**src/rtl/pat_gen.sv**
```systemverilog
// rtl/pat_gen.sv - address/data pattern generator with valid/ready handshake
//
// Sweeps addresses 0..DEPTH-1 once per run and presents one data word per
// address in the selected pattern (INC, ONES, WALK1, Galois LFSR).
//
// Ports:
//   clk_i          clock, rising edge
//   rst_i          asynchronous active-high reset
//   dft_tm_i       test mode, 1 freezes all state
//   pg_en_i        level-sensitive run request; low aborts / leaves DONE
//   pg_mode_i      pattern select, latched at run start
//   pg_rdy_i       consumer ready
//   pg_dt_valid_o  beat valid
//   pg_addr_o      beat address
//   pg_dt_o        beat data
//   pg_done_o      run complete, held until pg_en_i drops
module pat_gen #(
    parameter int ADDR_WIDTH = 8,
    parameter int DATA_WIDTH = 8,
    parameter int DEPTH      = 256,
    parameter logic [DATA_WIDTH-1:0] LFSR_TAPS = DATA_WIDTH'(8'hB8),
    parameter logic [DATA_WIDTH-1:0] LFSR_SEED = DATA_WIDTH'(8'h01)
) (
    input  logic                  clk_i,
    input  logic                  rst_i,
    input  logic                  dft_tm_i,
    input  logic                  pg_en_i,
    input  logic [1:0]            pg_mode_i,
    input  logic                  pg_rdy_i,
    output logic                  pg_dt_valid_o,
    output logic [ADDR_WIDTH-1:0] pg_addr_o,
    output logic [DATA_WIDTH-1:0] pg_dt_o,
    output logic                  pg_done_o
);

    typedef enum logic [1:0] {
        ST_IDLE = 2'd0,
        ST_RUN  = 2'd1,
        ST_DONE = 2'd2
    } state_t;

    localparam logic [1:0] MODE_INC   = 2'd0;
    localparam logic [1:0] MODE_ONES  = 2'd1;
    localparam logic [1:0] MODE_WALK1 = 2'd2;

    // An all-zero seed would lock the LFSR at zero forever.
    localparam logic [DATA_WIDTH-1:0] SEED =
        (LFSR_SEED == '0) ? DATA_WIDTH'(1) : LFSR_SEED;
    localparam logic [ADDR_WIDTH-1:0] LAST_ADDR = ADDR_WIDTH'(DEPTH - 1);

    function automatic logic [DATA_WIDTH-1:0] lfsr_step(
        input logic [DATA_WIDTH-1:0] s
    );
        return s[0] ? ((s >> 1) ^ LFSR_TAPS) : (s >> 1);
    endfunction

    // lfsr is the LFSR state belonging to beat n; only used in LFSR mode.
    function automatic logic [DATA_WIDTH-1:0] pattern(
        input logic [1:0]            mode,
        input logic [ADDR_WIDTH-1:0] n,
        input logic [DATA_WIDTH-1:0] lfsr
    );
        logic [DATA_WIDTH-1:0] one;
        int unsigned           bit_idx;
        one     = DATA_WIDTH'(1);
        bit_idx = 32'(n) % DATA_WIDTH;
        case (mode)
            MODE_INC:   return DATA_WIDTH'(n);
            MODE_ONES:  return '1;
            MODE_WALK1: return one << bit_idx;
            default:    return lfsr;
        endcase
    endfunction

    state_t                state_q, state_d;
    logic [1:0]            mode_q, mode_d;
    logic [DATA_WIDTH-1:0] lfsr_q, lfsr_d, lfsr_nx;
    logic                  valid_q, valid_d;
    logic [ADDR_WIDTH-1:0] addr_q, addr_d, addr_inc;
    logic [DATA_WIDTH-1:0] data_q, data_d;
    logic                  done_q, done_d;

    always_ff @(posedge clk_i or posedge rst_i) begin
        if (rst_i) begin
            state_q <= ST_IDLE;
            mode_q  <= MODE_INC;
            lfsr_q  <= SEED;
            valid_q <= 1'b0;
            addr_q  <= '0;
            data_q  <= '0;
            done_q  <= 1'b0;
        end else begin
            state_q <= state_d;
            mode_q  <= mode_d;
            lfsr_q  <= lfsr_d;
            valid_q <= valid_d;
            addr_q  <= addr_d;
            data_q  <= data_d;
            done_q  <= done_d;
        end
    end

    always_comb begin
        state_d  = state_q;
        mode_d   = mode_q;
        lfsr_d   = lfsr_q;
        valid_d  = valid_q;
        addr_d   = addr_q;
        data_d   = data_q;
        done_d   = done_q;
        lfsr_nx  = lfsr_step(lfsr_q);
        addr_inc = addr_q + ADDR_WIDTH'(1);

        if (!dft_tm_i) begin
            case (state_q)
                ST_IDLE: begin
                    if (pg_en_i) begin
                        state_d = ST_RUN;
                        mode_d  = pg_mode_i;
                        lfsr_d  = SEED;
                        valid_d = 1'b1;
                        addr_d  = '0;
                        data_d  = pattern(pg_mode_i, '0, SEED);
                    end
                end
                ST_RUN: begin
                    // Abort takes priority over any transfer at the same edge,
                    // including the final one.
                    if (!pg_en_i) begin
                        state_d = ST_IDLE;
                        lfsr_d  = SEED;
                        valid_d = 1'b0;
                        addr_d  = '0;
                        data_d  = '0;
                        done_d  = 1'b0;
                    end else if (pg_rdy_i) begin
                        if (addr_q == LAST_ADDR) begin
                            state_d = ST_DONE;
                            valid_d = 1'b0;
                            done_d  = 1'b1;
                        end else begin
                            addr_d = addr_inc;
                            lfsr_d = lfsr_nx;
                            data_d = pattern(mode_q, addr_inc, lfsr_nx);
                        end
                    end
                end
                ST_DONE: begin
                    if (!pg_en_i) begin
                        state_d = ST_IDLE;
                        lfsr_d  = SEED;
                        valid_d = 1'b0;
                        addr_d  = '0;
                        data_d  = '0;
                        done_d  = 1'b0;
                    end
                end
                default: begin
                    state_d = ST_IDLE;
                    lfsr_d  = SEED;
                    valid_d = 1'b0;
                    addr_d  = '0;
                    data_d  = '0;
                    done_d  = 1'b0;
                end
            endcase
        end
    end

    assign pg_dt_valid_o = valid_q;
    assign pg_addr_o     = addr_q;
    assign pg_dt_o       = data_q;
    assign pg_done_o     = done_q;

endmodule

```
**config.mk**
```make
export PLATFORM = sky130hd
export DESIGN_NAME = pat_gen
export DESIGN_NICKNAME = d
export VERILOG_FILES = /design/src/rtl/pat_gen.sv
export SDC_FILE = /design/constraint.sdc
export NUM_CORES = 1
export LEC_CHECK = 0
export CORE_MARGIN = 2
export CORE_UTILIZATION = 60
export CTS_BUF_LIST = sky130_fd_sc_hd__clkbuf_8
export DETAILED_ROUTE_END_ITERATION = 8
export GPL_TIMING_DRIVEN = 0
export PLACE_DENSITY = 0.87
export SYNTH_ARGS = -nofsm -noshare
export SYNTH_HDL_FRONTEND = slang
export SYNTH_SLANG_ARGS = --single-unit
```
**constraint.sdc**
```tcl
create_clock -name clk_i -period 3.1 [get_ports clk_i]
set_clock_uncertainty 0.15 [all_clocks]
set_input_delay 0.62 -clock clk_i [delete_from_list [all_inputs] [get_ports clk_i]]
set_output_delay 0.62 -clock clk_i [all_outputs]
set_load 0.01 [all_outputs]
```
# Word level (Yosys, flattened, before mapping)
# Cells that the tools add are included.
[totals]
regBits = 30
input_bits = 7
output_inout_bits = 18
[op_classes]
addsub = 1
n_eq_ne = 11
shift = 1
n_mux = 36
n_bitwise = 3
n_reduce_logical = 7
[op_table]
columns = ["op", "count"]
rows = [
  ["8-bit two-way mux", 15],
  ["8-bit one-hot mux with 3 select lines", 4],
  ["8-bit one-hot mux with 2 select lines", 1],
  ["5-bit AND reduction", 3],
  ["2-bit two-way mux", 5],
  ["3-bit inequality test (second input constant)", 3],
  ["8-bit by 1-bit adder with 8-bit output (second input constant)", 1],
  ["8-bit equality test (second input constant)", 1],
  ["1-bit two-way mux", 8],
  ["1-bit by 3-bit << shifter with 8-bit output (first input constant)", 1],
  ["2-bit by 1-bit equality test with 1-bit output (second input constant)", 3],
  ["2-bit logical NOT", 3],
  ["1-bit one-hot mux with 3 select lines", 2],
  ["2-bit one-hot mux with 3 select lines", 1],
  ["2-bit equality test (second input constant)", 2],
  ["2-bit inequality test (second input constant)", 2],
  ["3-bit NOT with 4-bit output", 1],
  ["3-bit AND reduction", 1],
  ["1-bit NOT", 2],
]

# Longest topological paths before layout
[logic_depth]
depth_word = 7
mapped_depth = 9

# Worst setup path after synthesis
# No wires, ideal clock.
[synth_timing]
path_type = "in2reg"
startpoint = "input port pg_en_i"
endpoint = "register data_q[4], in the netlist pg_dt_o[4]"
setup_ns = 0.123
arrival_ns = 1.792
setup_slack_ns = 1.035
stages = 5
n_path_buf = 0
path_cell_list = "and2_2 -> a221oi_4 -> o21a_1 -> nand2b_1 -> o221a_2"
[synth_between]
elab_chain_cells = 2
elab_cells_between_ends = 7
[synth_lines]
columns = ["element", "line", "source"]
rows = [
  ["start, declared", "27", "input logic pg_en_i,"],
  ["3-bit inequality test (no source line) (tied with other cells)", "n/a", ""],
  ["5-bit AND reduction (no source line) / 8-bit one-hot mux with 3 select lines (equally long branches)", "n/a", ""],
  ["end signal, assigned", "98", "data_q <= data_d;"],
  ["end, declared", "80", "logic [DATA_WIDTH-1:0] data_q, data_d;"],
]
# Several ways; a longest one is shown, not always the timed one.
# A chain may end at the register's enable or synchronous reset.

# Final worst setup path
[layout_timing]
startpoint = "input port pg_en_i"
endpoint = "register addr_q[0], in the netlist pg_addr_o[0]"
[layout_between]
elab_chain_cells = 2
elab_cells_between_ends = 7
[layout_lines]
columns = ["element", "line", "source"]
rows = [
  ["3-bit inequality test (no source line) (tied with other cells)", "n/a", ""],
  ["5-bit AND reduction (no source line) / 8-bit one-hot mux with 3 select lines (equally long branches)", "n/a", ""],
  ["end signal, assigned", "97", "addr_q <= addr_d;"],
  ["end, declared", "79", "logic [ADDR_WIDTH-1:0] addr_q, addr_d, addr_inc;"],
]
# Several ways; a longest one is shown, not always the timed one.

==> flow_summary_export.csv <==
group,metric,value,unit
worst_setup_path,critPathLaunchType,"input port",
flow_run,max_cap_violations,0,
route,vias,1496,
finish,stdcell_area,2042,µm²
synth,synth_top_area_cell,"dfrtp_1",
clock_network,post-cts-setup-buffers,0,
synth,synth_top_area_share,41.64,%
synth,synth-edff-count,0,
clock_network,path_clk_slew,0.05,ns
route,wl_met2,1.972,mm
clock_network,clock-root-buffer,"clkbuf_8",
route,top_layer_used,"met4",
clock_network,clock-sinks,29,
synth,synth_common_cells,"dfrtp_1, nand2_1, o21ai_0",
route,firstDrtPassIters,4,
global_route,overflow,0,
synth,avgSynthCellArea,9.616,µm²
synth,syn_inst,175,
sta,max_slew_margin,28.79,%
sta,setup-violations-final,0,
die,core,2710,µm²
sta,finalSetupTns,0,ns
route,drc_errors,0,
global_route,grt_pass1_wl,6.617,mm
finish,synthToLayoutAreaGrowth,21.34,%
sta,setup_ws,0.5065,ns
route,met3_length,190,µm
clock_network,tritoncts,"yes",
clock_network,cts_buffers,5,
finish,final_core_util,75.35,%
synth,synth.distinct_cells,48,
synth,yosysSeqAreaShare,43.20,%
placement,gp_congestion,0.9574,
synth,synth_simple_gate_area_share,14.72,%
route,wl_met1,1.736,mm
pwr,p_leak,0.8594,nW
global_route,grt_pass1_vias,1449,
die,io_pins,25,
synth,synth_top_family_by_area,"compound AO/OA/AOI/OAI gates",
synth,ys_warn_count,0,
worst_hold_path,hold_path_depth,2,
die,rows,19,
die,initial_utilization,62.10,%
pwr,finalPower,1.650,mW
sta,period_share,83.66,%
synth,synth_nets,187,
clock_network,cts_max_level,2,
worst_setup_path,end_kind,"register",
route,ant_nets,0,
die,dieArea,3244,µm²
placement,place_area,1962,µm²
clock_network,clockBufferDepth,2,
synth,synth_xor_xnor_area_share,5.204,%
global_route,grt.total_usage,26.57,%
synth,synthTopCellsByArea,"dfrtp_1, nand2_1, o21ai_0, ha_1, a31oi_1",
sta,tightest_slew,1.067,ns
die,die_h,56.96,µm
worst_hold_path,min_path_type,"register to register",
route,wl,3.962,mm
sta,fmax,385.6,MHz
placement,io_buffers,24,
clock_network,worstSkewPairLatency,0.28,ns
sta,rsz0062_at_grt,"false",
synth,yosysMostFrequentCell,"dfrtp_1",
worst_setup_path,path_max_fanout,10,
synth,synth-compound-area-share,25.58,%
clock_network,cts-resized-gates,0,
sta,hold_viol_final,0,
worst_setup_path,reg2regPathDepth,6,
synth,synth-adder-area-share,4.312,%
sta,slew_violations,0,
die,die_w,56.96,µm
finish,antenna_cells,0,
synth,synthArstFlopShare,100.0,%
placement,hpwl,2.869,mm
route,wire_per_inst,16.65,µm
global_route,grt_max_degree,30,
clock_network,ctsHoldBuffers,0,
placement,dpl_worst_slack,0.2460,ns
pwr,powerDensity,807.8,nW/µm²
synth,synth_mux_area_share,1.264,%
route,avgViaCountPerCell,6.286,
route,drt-initial-drc-count,78,
finish,drive_gt1_share,11.11,%
worst_setup_path,cp.arrival,2.59,ns
synth,synthFlopType,"dfrtp_1",
status,status,"finished clean",
worst_setup_path,crit_type,"input port to register",
synth,syn-cell-area,1683,µm²
global_route,antenna_found_initial,0,
pwr,peakVddDrop,666.6,µV
worst_setup_path,cp.required,3.09,ns
synth,yosys_register_bits,29,
sta,fin_crit,2.594,ns
finish,final_nets,218,
==> metal layers <==
metal / vias to the layer above / track usage [%]
li1: 702 / -
met1: 737 / 35.11
met2: 50 / 42.36
met3: 7 / 6.576
met4: 0 / 10.30
met5: - / 0
==> cells by family (layout without fill, tap and decap cells) <==
| kind of cell | Yosys count | in the layout |
|---|---|---|
| AO/OA/AOI/OAI | 60 | 60 |
| AND/OR/NAND/NOR | 50 | 50 |
| flip-flops | 29 | 29 |
| buffers and inverters | 18 | 50 |
| XOR/XNOR | 10 | 10 |
| adder cells (fa/ha/maj) | 6 | 6 |
| multiplexers | 2 | 2 |
==> report_power, final <==
| group | internal (mW) | switching [mW] |
|---|---|---|
| combinational | 0.351 | 0.435 |
| sequential | 0.495 | 0.0809 |
| clock | 0.149 | 0.139 |
==> critical path: stages <==
cell and delay [ns]:
clkdlybuf4s50_1 0.59, xnor2_1 0.17, a221oi_4 0.47, o21ai_1 0.30, buf_2 0.26, nand2_1 0.08
o21ai_0 0.09
==> cell type report <==
class                           count  area, µm²
Timing Repair Buffer               24      240.2
Fill cell                         205      668.1
Multi-Input combinational cell    128      859.6
Clock inverter                      3      11.26
Buffer                             11      70.07
Inverter                            7      26.28
Clock buffer                        5      68.82
Tap cell                           31      38.79
Sequential cell                    29      726.9
==> stage by stage <==
step,hold WS [ns],std cells
2_1_floorplan,0.3170,175
3_3_place_gp,0.3160,230
3_5_place_dp,0.3229,230
4_1_cts,0.3358,238
5_1_grt,0.3829,238
6_report,0.3307,238
==> cell usage in the layout (no fill, tap or decap), types with 3 or more instances in the layout <==
cell type	n
ha_1	5
clkdlybuf4s50_1	24
a22o_1	4
o22a_1	3
buf_2	4
xnor2_1	6
o21ai_0	15
clkbuf_1	5
a31oi_1	9
a221oi_1	3
clkbuf_8	5
nor2_1	7
xor2_1	4
dfrtp_1	28
nand3_1	6
o221a_2	3
inv_1	10
nand2_1	20
a21oi_1	8
==> registers in the layout, summed over array words and instances, names as in the netlist <==
register	flops
state_q	2
lfsr_q	8
pg_addr_o	8
pg_dt_o	8
mode_q	2
pg_done_o	1
==> path summary, 6_finish.rpt <==
kind                                             to                startpoint  slack, ns
max                        pg_addr_o[0]$_DFFE_PP0P_                   pg_en_i       0.51
min                          pg_dt_o[0]$_DFFE_PP0P_    pg_dt_o[0]$_DFFE_PP0P_       0.33
max reg2reg                pg_addr_o[0]$_DFFE_PP0P_  pg_addr_o[1]$_DFFE_PP0P_       0.76
max in group asynchronous  pg_addr_o[4]$_DFFE_PP0P_                     rst_i       1.40
min in group asynchronous     lfsr_q[7]$_DFFE_PP0P_                     rst_i       0.75
min reg2reg                  pg_dt_o[0]$_DFFE_PP0P_    pg_dt_o[0]$_DFFE_PP0P_       0.33
Power figures use the tool's default switching activity.
